===== src/rtl/riscv_core_bp_pkg.sv =====
// Shared types for the branch-redirect controller and its predictor-update FIFO.
//   redir_state_e : controller FSM states (IDLE / REDIRECT)
//   bp_upd_rec_t  : one predictor-update record {pc, target, taken}
// Record address fields are sized for the widest supported address; narrower
// instances zero-extend on entry and truncate on exit.
package riscv_core_bp_pkg;

  localparam int unsigned BP_ALEN_MAX = 64;

  typedef enum logic {
    ST_IDLE,
    ST_REDIRECT
  } redir_state_e;

  typedef struct packed {
    logic [BP_ALEN_MAX-1:0] pc;
    logic [BP_ALEN_MAX-1:0] target;
    logic                   taken;
  } bp_upd_rec_t;

  function automatic bp_upd_rec_t mk_upd_rec(input logic [BP_ALEN_MAX-1:0] pc,
                                             input logic [BP_ALEN_MAX-1:0] target,
                                             input logic                   taken);
    bp_upd_rec_t rec;
    rec.pc     = pc;
    rec.target = target;
    rec.taken  = taken;
    return rec;
  endfunction

endpackage


===== src/rtl/riscv_core_redirect_ctrl_if.sv =====
// Fetch-redirect and predictor-update channels of the redirect controller.
//   o_redirect_valid / o_redirect_pc / i_fetch_ready : redirect request to fetch
//   o_bp_upd_valid / _pc / _target / _taken / i_bp_upd_ready : predictor update
// master = redirect controller, slave = fetch unit / branch predictor.
interface riscv_core_redirect_ctrl_if #(
  parameter int unsigned ALEN = 64
);
  logic            o_redirect_valid;
  logic [ALEN-1:0] o_redirect_pc;
  logic            i_fetch_ready;

  logic            o_bp_upd_valid;
  logic [ALEN-1:0] o_bp_upd_pc;
  logic [ALEN-1:0] o_bp_upd_target;
  logic            o_bp_upd_taken;
  logic            i_bp_upd_ready;

  modport master (
    output o_redirect_valid, o_redirect_pc,
    output o_bp_upd_valid, o_bp_upd_pc, o_bp_upd_target, o_bp_upd_taken,
    input  i_fetch_ready, i_bp_upd_ready
  );

  modport slave (
    input  o_redirect_valid, o_redirect_pc,
    input  o_bp_upd_valid, o_bp_upd_pc, o_bp_upd_target, o_bp_upd_taken,
    output i_fetch_ready, i_bp_upd_ready
  );
endinterface


===== src/rtl/riscv_core_bp_upd_fifo.sv =====
// Predictor-update FIFO, UPD_DEPTH entries (power of two, >= 2).
//   i_push / i_push_rec : enqueue (ignored when full)
//   i_pop               : dequeue head (ignored when empty)
//   o_head              : head record, all-zero while empty
//   o_full / o_empty    : occupancy flags
// No push-to-head bypass: a record pushed into an empty FIFO is visible next cycle.
module riscv_core_bp_upd_fifo
  import riscv_core_bp_pkg::*;
#(
  parameter int unsigned ALEN      = 64,
  parameter int unsigned UPD_DEPTH = 2
) (
  input  logic        i_clk,
  input  logic        i_rst_n,
  input  logic        i_push,
  input  bp_upd_rec_t i_push_rec,
  input  logic        i_pop,
  output bp_upd_rec_t o_head,
  output logic        o_full,
  output logic        o_empty
);
  localparam int unsigned AW = $clog2(UPD_DEPTH);
  localparam int unsigned RW = 2 * ALEN + 1;

  logic [RW-1:0] r_mem [UPD_DEPTH];
  // Pointers carry one extra wrap bit to tell full from empty.
  logic [AW:0]   r_wr_ptr;
  logic [AW:0]   r_rd_ptr;
  logic          w_push;
  logic          w_pop;
  logic [RW-1:0] w_head_raw;

  assign o_empty    = (r_wr_ptr == r_rd_ptr);
  assign o_full     = (r_wr_ptr[AW-1:0] == r_rd_ptr[AW-1:0]) && (r_wr_ptr[AW] != r_rd_ptr[AW]);
  assign w_push     = i_push & ~o_full;
  assign w_pop      = i_pop & ~o_empty;
  assign w_head_raw = r_mem[r_rd_ptr[AW-1:0]];

  always_ff @(posedge i_clk) begin
    if (w_push) begin
      r_mem[r_wr_ptr[AW-1:0]] <= {i_push_rec.pc[ALEN-1:0], i_push_rec.target[ALEN-1:0],
                                  i_push_rec.taken};
    end
  end

  always_ff @(posedge i_clk or negedge i_rst_n) begin
    if (!i_rst_n) begin
      r_wr_ptr <= '0;
      r_rd_ptr <= '0;
    end else begin
      if (w_push) r_wr_ptr <= r_wr_ptr + (AW + 1)'(1);
      if (w_pop)  r_rd_ptr <= r_rd_ptr + (AW + 1)'(1);
    end
  end

  // Storage is not reset, so the head is masked to zero while empty.
  always_comb begin
    o_head = '0;
    if (!o_empty) begin
      o_head.pc     = BP_ALEN_MAX'(w_head_raw[RW-1 -: ALEN]);
      o_head.target = BP_ALEN_MAX'(w_head_raw[ALEN:1]);
      o_head.taken  = w_head_raw[0];
    end
  end

endmodule


===== src/rtl/riscv_core_redirect_ctrl.sv =====
// Branch/jump resolution controller.
//   EX inputs (i_ex_*, i_is_taken, i_mis_prediction, i_recovery_address)
//   io_fe_bp         : redirect request to fetch and predictor-update record stream
//   o_flush          : one-cycle IF/ID + ID/EX flush on entering REDIRECT
//   o_ex_stall       : EX holds a control-flow instruction while the update FIFO is full
//   o_mispredict_cnt : accepted mispredictions (wrapping)
// Every accepted resolution is queued for the predictor; a mispredicted one also
// starts a redirect that is held until fetch accepts it. EX is ignored meanwhile.
module riscv_core_redirect_ctrl
  import riscv_core_bp_pkg::*;
#(
  parameter int unsigned ALEN      = 64,
  parameter int unsigned UPD_DEPTH = 2
) (
  input  logic                        i_clk,
  input  logic                        i_rst_n,
  input  logic                        i_ex_valid,
  input  logic                        i_ex_branch,
  input  logic                        i_ex_jump,
  input  logic [ALEN-1:0]             i_ex_pc,
  input  logic [ALEN-1:0]             i_ex_target,
  input  logic                        i_is_taken,
  input  logic                        i_mis_prediction,
  input  logic [ALEN-1:0]             i_recovery_address,
  riscv_core_redirect_ctrl_if.master  io_fe_bp,
  output logic                        o_flush,
  output logic                        o_ex_stall,
  output logic [31:0]                 o_mispredict_cnt
);
  redir_state_e    r_state;
  redir_state_e    w_state_nxt;
  logic            r_flush;
  logic [ALEN-1:0] r_redirect_pc;
  logic [31:0]     r_mispredict_cnt;

  logic            w_is_cf;
  logic            w_idle;
  logic            w_full;
  logic            w_empty;
  logic            w_accept;
  logic            w_take_redirect;
  bp_upd_rec_t     w_push_rec;
  bp_upd_rec_t     w_head;

  assign w_is_cf         = i_ex_valid & (i_ex_branch | i_ex_jump);
  assign w_idle          = (r_state == ST_IDLE);
  assign w_accept        = w_idle & w_is_cf & ~w_full;
  assign w_take_redirect = w_accept & i_mis_prediction;
  assign o_ex_stall      = w_idle & w_is_cf & w_full;

  assign w_push_rec = mk_upd_rec(BP_ALEN_MAX'(i_ex_pc), BP_ALEN_MAX'(i_ex_target), i_is_taken);

  riscv_core_bp_upd_fifo #(
    .ALEN      (ALEN),
    .UPD_DEPTH (UPD_DEPTH)
  ) u_upd_fifo (
    .i_clk      (i_clk),
    .i_rst_n    (i_rst_n),
    .i_push     (w_accept),
    .i_push_rec (w_push_rec),
    .i_pop      (~w_empty & io_fe_bp.i_bp_upd_ready),
    .o_head     (w_head),
    .o_full     (w_full),
    .o_empty    (w_empty)
  );

  assign io_fe_bp.o_bp_upd_valid  = ~w_empty;
  assign io_fe_bp.o_bp_upd_pc     = w_head.pc[ALEN-1:0];
  assign io_fe_bp.o_bp_upd_target = w_head.target[ALEN-1:0];
  assign io_fe_bp.o_bp_upd_taken  = w_head.taken;

  always_comb begin
    w_state_nxt               = r_state;
    io_fe_bp.o_redirect_valid = 1'b0;
    case (r_state)
      ST_IDLE: begin
        if (w_take_redirect) w_state_nxt = ST_REDIRECT;
      end
      ST_REDIRECT: begin
        io_fe_bp.o_redirect_valid = 1'b1;
        if (io_fe_bp.i_fetch_ready) w_state_nxt = ST_IDLE;
      end
      default: w_state_nxt = ST_IDLE;
    endcase
  end

  // Flush is registered from the entry condition, so it is high only in the
  // first REDIRECT cycle regardless of how long fetch takes to accept.
  always_ff @(posedge i_clk or negedge i_rst_n) begin
    if (!i_rst_n) begin
      r_state          <= ST_IDLE;
      r_flush          <= 1'b0;
      r_redirect_pc    <= '0;
      r_mispredict_cnt <= '0;
    end else begin
      r_state <= w_state_nxt;
      r_flush <= w_take_redirect;
      if (w_take_redirect) begin
        r_redirect_pc    <= i_recovery_address;
        r_mispredict_cnt <= r_mispredict_cnt + 32'd1;
      end
    end
  end

  assign o_flush                 = r_flush;
  assign io_fe_bp.o_redirect_pc  = r_redirect_pc;
  assign o_mispredict_cnt        = r_mispredict_cnt;

endmodule


===== src/flat_wrapper.sv =====
// flat-port wrapper written by rule: the top's interface ports become plain ports
module riscv_core_redirect_ctrl_flat import riscv_core_bp_pkg::*;
#(
  parameter int unsigned ALEN      = 64,
  parameter int unsigned UPD_DEPTH = 2
)
  (i_clk, i_rst_n, i_ex_valid, i_ex_branch, i_ex_jump, i_ex_pc, i_ex_target, i_is_taken, i_mis_prediction, i_recovery_address, o_flush, o_ex_stall, o_mispredict_cnt, io_fe_bp_o_redirect_valid, io_fe_bp_o_redirect_pc, io_fe_bp_o_bp_upd_valid, io_fe_bp_o_bp_upd_pc, io_fe_bp_o_bp_upd_target, io_fe_bp_o_bp_upd_taken, io_fe_bp_i_fetch_ready, io_fe_bp_i_bp_upd_ready);
  riscv_core_redirect_ctrl_if #(.ALEN(ALEN)) io_fe_bp_i ();
  input  logic i_clk;
  input  logic i_rst_n;
  input  logic i_ex_valid;
  input  logic i_ex_branch;
  input  logic i_ex_jump;
  input  logic [ALEN-1:0] i_ex_pc;
  input  logic [ALEN-1:0] i_ex_target;
  input  logic i_is_taken;
  input  logic i_mis_prediction;
  input  logic [ALEN-1:0] i_recovery_address;
  output logic o_flush;
  output logic o_ex_stall;
  output logic [31:0] o_mispredict_cnt;
  output wire logic [$bits(io_fe_bp_i.o_redirect_valid)-1:0] io_fe_bp_o_redirect_valid;
  output wire logic [$bits(io_fe_bp_i.o_redirect_pc)-1:0] io_fe_bp_o_redirect_pc;
  output wire logic [$bits(io_fe_bp_i.o_bp_upd_valid)-1:0] io_fe_bp_o_bp_upd_valid;
  output wire logic [$bits(io_fe_bp_i.o_bp_upd_pc)-1:0] io_fe_bp_o_bp_upd_pc;
  output wire logic [$bits(io_fe_bp_i.o_bp_upd_target)-1:0] io_fe_bp_o_bp_upd_target;
  output wire logic [$bits(io_fe_bp_i.o_bp_upd_taken)-1:0] io_fe_bp_o_bp_upd_taken;
  input wire logic [$bits(io_fe_bp_i.i_fetch_ready)-1:0] io_fe_bp_i_fetch_ready;
  input wire logic [$bits(io_fe_bp_i.i_bp_upd_ready)-1:0] io_fe_bp_i_bp_upd_ready;
  assign io_fe_bp_o_redirect_valid = io_fe_bp_i.o_redirect_valid;
  assign io_fe_bp_o_redirect_pc = io_fe_bp_i.o_redirect_pc;
  assign io_fe_bp_o_bp_upd_valid = io_fe_bp_i.o_bp_upd_valid;
  assign io_fe_bp_o_bp_upd_pc = io_fe_bp_i.o_bp_upd_pc;
  assign io_fe_bp_o_bp_upd_target = io_fe_bp_i.o_bp_upd_target;
  assign io_fe_bp_o_bp_upd_taken = io_fe_bp_i.o_bp_upd_taken;
  assign io_fe_bp_i.i_fetch_ready = io_fe_bp_i_fetch_ready;
  assign io_fe_bp_i.i_bp_upd_ready = io_fe_bp_i_bp_upd_ready;
  riscv_core_redirect_ctrl #(.ALEN(ALEN), .UPD_DEPTH(UPD_DEPTH)) u_core (.i_clk(i_clk), .i_rst_n(i_rst_n), .i_ex_valid(i_ex_valid), .i_ex_branch(i_ex_branch), .i_ex_jump(i_ex_jump), .i_ex_pc(i_ex_pc), .i_ex_target(i_ex_target), .i_is_taken(i_is_taken), .i_mis_prediction(i_mis_prediction), .i_recovery_address(i_recovery_address), .io_fe_bp(io_fe_bp_i), .o_flush(o_flush), .o_ex_stall(o_ex_stall), .o_mispredict_cnt(o_mispredict_cnt));
endmodule

===== config.mk =====
export PLATFORM = sky130hd
export DESIGN_NAME = riscv_core_redirect_ctrl_flat
export DESIGN_NICKNAME = d
export VERILOG_FILES = /design/src/rtl/riscv_core_bp_pkg.sv /design/src/rtl/riscv_core_redirect_ctrl_if.sv /design/src/rtl/riscv_core_bp_upd_fifo.sv /design/src/rtl/riscv_core_redirect_ctrl.sv /design/src/flat_wrapper.sv
export SDC_FILE = /design/constraint.sdc
export NUM_CORES = 1
export LEC_CHECK = 0
export ABC_AREA = 1
export CORE_MARGIN = 2
export CORE_UTILIZATION = 48
export DETAILED_ROUTE_END_ITERATION = 10
export PLACE_DENSITY = 0.81
export SETUP_SLACK_MARGIN = 0.4
export SKIP_CTS_REPAIR_TIMING = 1
export SYNTH_ARGS = -nofsm -noshare
export SYNTH_HDL_FRONTEND = slang
export SYNTH_HIERARCHICAL = 1
export SYNTH_SLANG_ARGS = --single-unit

===== constraint.sdc =====
create_clock -name i_clk -period 4.63 [get_ports i_clk]
set_input_delay 1.389 -clock i_clk [delete_from_list [all_inputs] [get_ports i_clk]]
set_output_delay 1.389 -clock i_clk [all_outputs]
set_load 0.03 [all_outputs]

-- After elaboration in Yosys (flattened, before gate mapping)
Memories as Yosys holds them, arrays and structs flattened.
Index checks and enable logic that the tools add are counted.
- bits in latches: 0
- ROM bits: 0
- memories: 1
- RAM bits: 258
- register bits after elaboration: 102
- input bits: 201
- output and inout bits: 229
- shift-type cells: 0
- equal/unequal tests: 3
- div/mod/pow operators: 0
- add/sub/neg operators: 3
- order comparisons: 0
- multiplexer cells: 7
- reductions and logical operators: 1
- $mul: 0
- bitwise gates (word level): 12
- memory list (memory ; depth ; width ; read ports ; clocked after Yosys merged registers in ; wr ports ; RTL line ; text):
    u_core.u_upd_fifo.r_mem ; 2 ; 129 ; 1 ; 0 ; 1 ; riscv_core_bp_upd_fifo.sv:25 ; logic [RW-1:0] r_mem [UPD_DEPTH];
- operators by type and width (cell ; count):
    129-bit 2-to-1 mux ; 1
    32-bit by 1-bit adder with 32-bit output (second input constant) ; 1
    1-bit bitwise AND ; 8
    1-bit 2-to-1 mux ; 5
    2-bit by 1-bit adder with 2-bit output (second input constant) ; 2
    1-bit inverter ; 3
    2-bit == test ; 1
    1-bit case mux with 2 select lines ; 1
    1-bit == test ; 1
    1-bit logical AND ; 1
    1-bit inequality test ; 1
    1-bit bitwise OR ; 1

-- Depth between registers and ports, before layout
Gate-level depths: netlist of the first run.
- depth after elaboration: 7
- depth in mapped cells: 14
- gate-level depth less buffers: 13

-- Modules after synthesis
The synthesis of the first run kept the hierarchy.
- by module, submodules not included (module ; times used ; seq. area each (um^2) ; area each (um^2) ; cells an instance):
    riscv_core_bp_upd_fifo ; 1 ; 7847.5 ; 10301.1 ; 729
    riscv_core_redirect_ctrl ; 1 ; 2452.4 ; 4300.4 ; 510

-- Worst setup path before layout of the first run
No wires, ideal clock.
- path kind: input-to-reg
- start point: input i_ex_jump
- end point: memory u_core/u_upd_fifo/r_mem[1][0] in the netlist's numbering (enable)
- library setup time: 482 ps
- stages: 8
- slack: -262 ps
- arrival time: 4410 ps
- buffers on the path: 0
- required time: 4148 ps
- cell sequence: nor2_1 > nor2_2 > nand2_1 > inv_1 > nand2_1 > inv_1 > nand2_1 > inv_1
- longest elaborated chain between the ends: 7
- ends and longest elaborated chain (what ; RTL line ; text):
    start: declaration ; flat_wrapper.sv:13 ; input logic i_ex_jump;
    1-bit bitwise OR ; riscv_core_redirect_ctrl.sv:45 ; assign w_is_cf = i_ex_valid & (i_ex_branch | i_ex_jump);
    1-bit bitwise AND ; riscv_core_redirect_ctrl.sv:45 ;
    1-bit bitwise AND (2 in a row) ; riscv_core_redirect_ctrl.sv:47 ; assign w_accept = w_idle & w_is_cf & ~w_full;
    named net u_core.w_accept ; riscv_core_redirect_ctrl.sv:40 ; logic w_accept;
    1-bit bitwise AND ; riscv_core_bp_upd_fifo.sv:35 ; assign w_push = i_push & ~o_full;
    1-bit 2-to-1 mux ; riscv_core_bp_upd_fifo.sv:40 ; if (w_push) begin
    1-bit 2-to-1 mux (not written as such) ; riscv_core_bp_upd_fifo.sv:41 ; r_mem[r_wr_ptr[AW-1:0]] <= {i_push_rec.pc[ALEN-1:0], i_push_rec.target[ALEN-1:0],
    end: declaration ; riscv_core_bp_upd_fifo.sv:25 ;
The timed path passes the listed nets, and every way through them passes these cells.

-- Final worst setup path of the first run
- start point: register u_core.u_upd_fifo.r_rd_ptr[0]
- end point: output io_fe_bp_o_bp_upd_target[61]
- longest elaborated chain between the ends: 2
- elaborated cells on any way between the ends: 3
- classes of those cells: 1 x eq/ne; 1 x mux; 1 x memory
- ends and longest elaborated chain (what ; RTL line ; text):
    start: declaration ; riscv_core_bp_upd_fifo.sv:28 ; logic [AW:0] r_rd_ptr;
    start signal: assignment ; riscv_core_bp_upd_fifo.sv:52 ; if (w_pop) r_rd_ptr <= r_rd_ptr + (AW + 1)'(1);
    2-bit == test ; riscv_core_bp_upd_fifo.sv:33 ; assign o_empty = (r_wr_ptr == r_rd_ptr);
    named net u_core.w_empty ; riscv_core_redirect_ctrl.sv:39 ; logic w_empty;
    129-bit 2-to-1 mux ; riscv_core_bp_upd_fifo.sv:59 ; if (!o_empty) begin
    end: declaration ; flat_wrapper.sv:26 ; output wire logic [$bits(io_fe_bp_i.o_bp_upd_target)-1:0] io_fe_bp_o_bp_upd_target;
The timed path passes the listed nets, and every way through them passes these cells.

==> results of run 1 <==
[worst max path at each step]
stage | start | endpoint | slack, ns | depth (start not counted)
2_1_floorplan | i_ex_jump | u_core/u_upd_fifo/r_mem[1][0]$_DFFE_PP_ | 0.42 | 8
3_3_place_gp | i_ex_jump | o_ex_stall | 0.43 | 4
3_5_place_dp | i_ex_jump | o_ex_stall | 0.42 | 4
4_1_cts | u_core/u_upd_fifo/r_rd_ptr[0]$_DFFE_PN0P_ | io_fe_bp_o_bp_upd_pc[49] | 0.36 | 8
5_1_grt | u_core/u_upd_fifo/r_rd_ptr[0]$_DFFE_PN0P_ | io_fe_bp_o_bp_upd_pc[50] | 0.35 | 8
6_report | u_core/u_upd_fifo/r_rd_ptr[0]$_DFFE_PN0P_ | io_fe_bp_o_bp_upd_target[61] | 0.47 | 8
[per-stage QoR]
step	cells	area [sq um]
floorplan	1239	14600
global placement	2016	19200
detailed placement	2016	19200
CTS	2084	20400
global route	2087	20400
finish	2088	20400
[layout by cell type (no fill, tap or decap), drive strengths merged]
cell type      count
nand3             21
clkdlybuf4s50    416
a21oi            129
nor2              38
dfrtp            102
bufinv             3
inv               32
nand3b             4
xnor2             12
diode              4
buf               30
edfxtp           258
nand4              8
nand2            557
xor2               8
o21ai              1
nor3               8
clkinv            11
ha                 1
clkbuf            52
clkinvlp           3
[worst max-delay path, cell delays in order, from the launching register on]
cell and delay, ns:
dfrtp_4 0.55, inv_4 0.09, nand2_1 0.06, nand2_2 0.06, nand2_2 0.11, inv_8 0.32
buf_12 0.30, a21oi_2 0.07, clkdlybuf4s50_1 0.62
[state kept, by name, summed over array words and instances (netlist names)]
signal,flops
u_core/u_upd_fifo/r_rd_ptr,2
u_core/u_upd_fifo/r_wr_ptr,2
u_core/o_flush,1
u_core/r_state,1
u_core/o_mispredict_cnt,32
u_core/u_upd_fifo/r_mem,258
u_core/io_fe_bp.o_redirect_pc,64
[cell type report]
type	instances	area (sq um)	area share (%)
diodes	4	10.0	0.0490
clock buffers	52	1040	5.12
clock inverters	16	169	0.827
inverters	33	141	0.693
multi-input cells	787	3760	18.4
flip-flops and latches	360	10300	50.5
well taps	390	488	2.39
repair buffers	446	4500	22.1
[cell families (layout without fill, tap and decap cells)]
logic type | after synthesis | in the layout | synth area share (%)
AOI/OAI and AO/OA | 130 | 130 | 7.03
xor gates and xnor gates | 20 | 20 | 1.20
adders and majority gates | 1 | 1 | 0.0857
buffers and inverters | 92 | 547 | 3.73
DFF | 360 | 360 | 70.5
other | 0 | 4 | 0
and+or+nand+nor | 636 | 636 | 17.4
[where the power goes]
group / switching, mW / internal [mW] / total (mW)
Clock: 1.19 / 1.75 / 2.95
Combinational: 4.81 / 2.72 / 7.53
Sequential: 0.328 / 4.31 / 4.64
[per-layer routing]
metal  vias up  GRT usage (%)
met2       478           40.8
met4         0           9.62
met1      5052           25.9
met5         -              0
li1       4983              -
met3        89           8.55
==> results.toml, run 1 <==
[worst_hold_path]
hp-start = "u_core/io_fe_bp.o_redirect_pc[29]$_DFFE_PN0P_"
hold_path_end = "u_core/io_fe_bp.o_redirect_pc[29]$_DFFE_PN0P_"
worstHoldPathCells = 2
holdCritPathClass = "flip-flop to flip-flop"

[critical_path]
r2r-start = "u_core/u_upd_fifo/r_rd_ptr[0]$_DFFE_PN0P_"
arrival_ns = 2.77
critPathKind = "flip-flop to output pin"
r2r-end = "u_core/u_upd_fifo/r_mem[1][88]$_DFFE_PP_"
cp.required_ns = 3.24
worst-path-max-fanout = 48
start_kind = "flip-flop"
cp-end-kind = "output pin"
regToRegSetupSlack_ns = 2.29
r2r_cells = 12

[route]
met1Wirelength_um = 13800
avgRoutedWirePerCell_um = 18.6
vias = 10600
drt_iter0_markers = 728
drc_errors = 0
ant_nets = 0
drt_pass1_iterations = 6
met3_length_um = 4200
dr_wl_met2_um = 19300
vias_per_cell = 5.08
drt-total-wl_um = 38800
top_layer = "met4"

[synth]
synth.most_common_cell = "nand2_1"
synth_area_per_cell_sq_um = 11.8
async_flop_share_pct = 28.3
yosysWarnings = 6
synth_top_cell_by_area = "edfxtp_1"
syn_area_sq_um = 14600
synthTopCellsByCount = "553 x nand2_1, 258 x edfxtp_1, 102 x dfrtp_1, 100 x a21oi_2"
synth-seq-area-share_pct = 70.5
ys_seq_elements = 360
synth_edf_count = 258
synth_top_area_share_pct = 53.1
syn_inst = 1239
yosysUniqueCellTypes = 28
syn_nets = 1441
synth_ff_type = "edfxtp_1"
synth_area_leaders = "edfxtp_1 53%, dfrtp_1 17%, nand2_1 14%, a21oi_2 6.0%, buf_8 1.1%"

[layout]
syn_to_final_growth_pct = 39.8
utilization_pct = 68.5
final_layout_size_suffix_gt1_share_pct = 12.3
nets = 1868
fillCellCount = 2044

[sta]
rsz0062_at_grt = "true"
holdWs_ns = 0.477
max-slew-margin-rel_pct = 42.4
setup_viol_count_final = 0
finalCritPeriodShare_pct = 89.9
fin_ws_ns = 0.469
tns_ns = 0
finalMaxSlewViolations = 0
hold_viol_final = 0
fin_worst_skew_ns = 0.0284
clock.fmax_mhz = 240
tightest_slew_ns = 0.864
min_period_ns = 4.16

[grt]
grt_pass1_vias = 10500
grt-ovfl-total = 0
grt_usage_pct = 23.4
grt_max_degree = 131
antenna_found_initial = 5
grt_first_pass_wirelength_um = 57000

[clock_network]
clkTransAtPathRegs_ns = 0.06
cts_max_path_buffers = 3
cts_buffers = 38
clkSinkCount = 360
cts_root_buf = "clkbuf_16"
cts_tree = "done"
clk_latency_ns = 0.52
h-tree-depth = 2

[place]
finalWeightedCongestion = 0.889
io_buffers = 429
dp_slack_ns = 0.422
dpl.hpwl_um = 25900

[power]
peakVddDrop_v = 0.000472
p_leak_nw = 7.85
finalPower_mw = 15.1
p_per_area_nw_per_um2 = 740

[floorplan]
dieArea_sq_um = 31800
fp.dieH_um = 178
num_io_pins = 430
start_util_pct = 49.0
placementRows = 63
die_w_um = 178
core_area_sq_um = 29800

[job]
drv_cap = 0

[outcome]
status = "completed"
Power figures use the tool's default switching activity.
==> run 2: changes to the inputs <==
--- a/config.mk
+++ b/config.mk
@@ -7,9 +7,10 @@
 export LEC_CHECK = 0
 export ABC_AREA = 1
 export CORE_MARGIN = 2
-export CORE_UTILIZATION = 48
+export CORE_UTILIZATION = 49
+export CTS_BUF_LIST = sky130_fd_sc_hd__clkbuf_4 sky130_fd_sc_hd__clkbuf_8
 export DETAILED_ROUTE_END_ITERATION = 10
-export PLACE_DENSITY = 0.81
+export PLACE_DENSITY = 0.82
 export SETUP_SLACK_MARGIN = 0.4
 export SKIP_CTS_REPAIR_TIMING = 1
 export SYNTH_ARGS = -nofsm -noshare
==> run 2 against run 1 <==
Net effect:
- sequential share of layout area is essentially flat
- die area shrank 2.0%
- clock power decreased by 8.1%
- via count increased by 1.9%
- hold slack better by 0.0018 ns
- utilization up 0.75 points
- register-to-register slack worse by 0.19 ns
- non-clock buffer count rose by 5
- design area is essentially flat
- largest power group unchanged
==> results.toml, run 2 (synthesis gave the netlist of run 1 again) <==
[place]
finalWeightedCongestion = 0.920
dpl.hpwl_um = 25800
place_area_sq_um = 19200
dp.cells = 2021
io_buffers = 429

[critical_path]
cp-end-kind = "output pin"
worst-path-max-fanout = 130
cp_cell_sequence = "inv_4, buf_12, nand2_1, a21oi_1, clkdlybuf4s50_1"
r2r-start = "u_core/u_upd_fifo/r_rd_ptr[0]$_DFFE_PN0P_"
regToRegSetupSlack_ns = 2.10
cp_num_buf_inv = 3
crit_family = "buffers and inverters"
cpMaxStageDelayCell = "clkdlybuf4s50_1"
cp.required_ns = 3.24
critPathKind = "flip-flop to output pin"
arrival_ns = 2.77
start_kind = "flip-flop"
r2r-end = "u_core/u_upd_fifo/r_mem[0][30]$_DFFE_PP_"
max_stage_delay_ns = 0.74
r2r_cells = 11

[layout]
final_common_cell = "nand2_1"
nets = 1891
final_area_sq_um = 20400
final_cells = 2126
seqCellArea_sq_um = 10300
utilization_pct = 69.3
syn_to_final_growth_pct = 39.9
layout_common_cells = "553 x nand2_1, 424 x clkdlybuf4s50_1, 258 x edfxtp_1"
multi_input_area_sq_um = 3760
final_layout_size_suffix_gt1_share_pct = 13.5
largest_reg_flops = 258
fillCellCount = 2038

[clock_network]
clkTransAtPathRegs_ns = 0.07
clkSinkCount = 360
cts_buffers = 56
cts_max_path_buffers = 3
clk_latency_ns = 0.57
cts_tree = "done"
h-tree-depth = 2
cts_root_buf = "clkbuf_8"

[floorplan]
num_io_pins = 430
core_area_sq_um = 29500
dieArea_sq_um = 31200
fp.dieH_um = 177
die_w_um = 177
placementRows = 63
start_util_pct = 49.5

[power]
p_per_area_nw_per_um2 = 729
finalPower_mw = 14.9
p_leak_nw = 7.89
peakVddDrop_v = 0.000537

[route]
vias_per_cell = 5.08
drt_iter0_markers = 871
avgRoutedWirePerCell_um = 18.0
drt_pass1_iterations = 5
drt-total-wl_um = 38200
ant_nets = 0
vias = 10800
drc_errors = 0

[sta]
clock.fmax_mhz = 240
rsz0062_at_grt = "true"
max-slew-margin-rel_pct = 38.3
min_period_ns = 4.16
finalCritPeriodShare_pct = 89.9
setup_viol_count_final = 0
fin_worst_skew_ns = 0.0128
tns_ns = 0
hold_viol_final = 0
tightest_slew_ns = 0.925
finalMaxSlewViolations = 0

[grt]
grt-ovfl-total = 0
grt_pass1_vias = 10800
antenna_found_initial = 1
grt_usage_pct = 23.9
grt_first_pass_wirelength_um = 57900
grt_max_degree = 131

[worst_hold_path]
worstHoldPathCells = 2
hp-start = "u_core/io_fe_bp.o_redirect_pc[8]$_DFFE_PN0P_"
hold_path_end = "u_core/io_fe_bp.o_redirect_pc[8]$_DFFE_PN0P_"
holdCritPathClass = "flip-flop to flip-flop"

[outcome]
status = "completed"

[job]
drv_cap = 0
run 2: per-layer routing:
metal | up-vias | part of all wire (%) | GRT usage, % | wire length [um]
met5 | - | 0 | 0 | 0
met2 | 479 | 51 | 41.7 | 19400
li1 | 5045 | - | - | -
met3 | 71 | 9.4 | 7.15 | 3600
met4 | 0 | 2.3 | 7.02 | 872
met1 | 5209 | 38 | 28.6 | 14400
run 2: report_power, final:
group	total (mW)	internal, mW	switching, mW
clock	2.71	1.52	1.19
combinational	7.56	2.76	4.80
sequential	4.61	4.31	0.302
run 2: worst max-delay path by stage:
stage / cells after the start / endpoint / start / slack (ns)
after floorplan: 8 / u_core/u_upd_fifo/r_mem[1][0]$_DFFE_PP_ / i_ex_jump / 0.42
after global placement: 5 / o_ex_stall / i_ex_jump / 0.26
after detailed placement: 5 / o_ex_stall / i_ex_branch / 0.29
after CTS: 8 / io_fe_bp_o_bp_upd_target[9] / u_core/u_upd_fifo/r_rd_ptr[0]$_DFFE_PN0P_ / 0.32
after global routing: 8 / io_fe_bp_o_bp_upd_target[1] / u_core/u_upd_fifo/r_rd_ptr[0]$_DFFE_PN0P_ / 0.35
final: 5 / io_fe_bp_o_bp_upd_target[1] / u_core/u_upd_fifo/r_rd_ptr[0]$_DFFE_PN0P_ / 0.47
run 2: final cells by class:
cell class,instances,share of cell area (%)
diodes,1,0.0123
clock buffers,74,4.50
clock inverters,30,1.16
inverters,33,0.692
multi-input cells,787,18.4
flip-flops and latches,360,50.5
well taps,390,2.39
repair buffers,451,22.4
run 2: metrics by stage:
step	hold WS, ns	worst slack, ns
floorplan	0.486	0.419
global placement	0.461	0.257
detailed placement	0.464	0.294
CTS	0.483	0.321
global route	0.497	0.347
finish	0.479	0.469
run 2: worst min-delay path, delay by kind of cell, from the launching register on:
| family | cells | cell delay (ns) |
|---|---|---|
| DFF | 1 | 0.34 |
| and+or+nand+nor | 2 | 0.11 |
==> run 3: changes to the inputs <==
--- a/config.mk
+++ b/config.mk
@@ -10,6 +10,7 @@
 export CORE_UTILIZATION = 49
 export CTS_BUF_LIST = sky130_fd_sc_hd__clkbuf_4 sky130_fd_sc_hd__clkbuf_8
 export DETAILED_ROUTE_END_ITERATION = 10
+export GPL_TIMING_DRIVEN = 1
 export PLACE_DENSITY = 0.82
 export SETUP_SLACK_MARGIN = 0.4
 export SKIP_CTS_REPAIR_TIMING = 1
==> results of run 3 <==
Same layout as run 2: the final DEF is identical, and so are final timing and power.
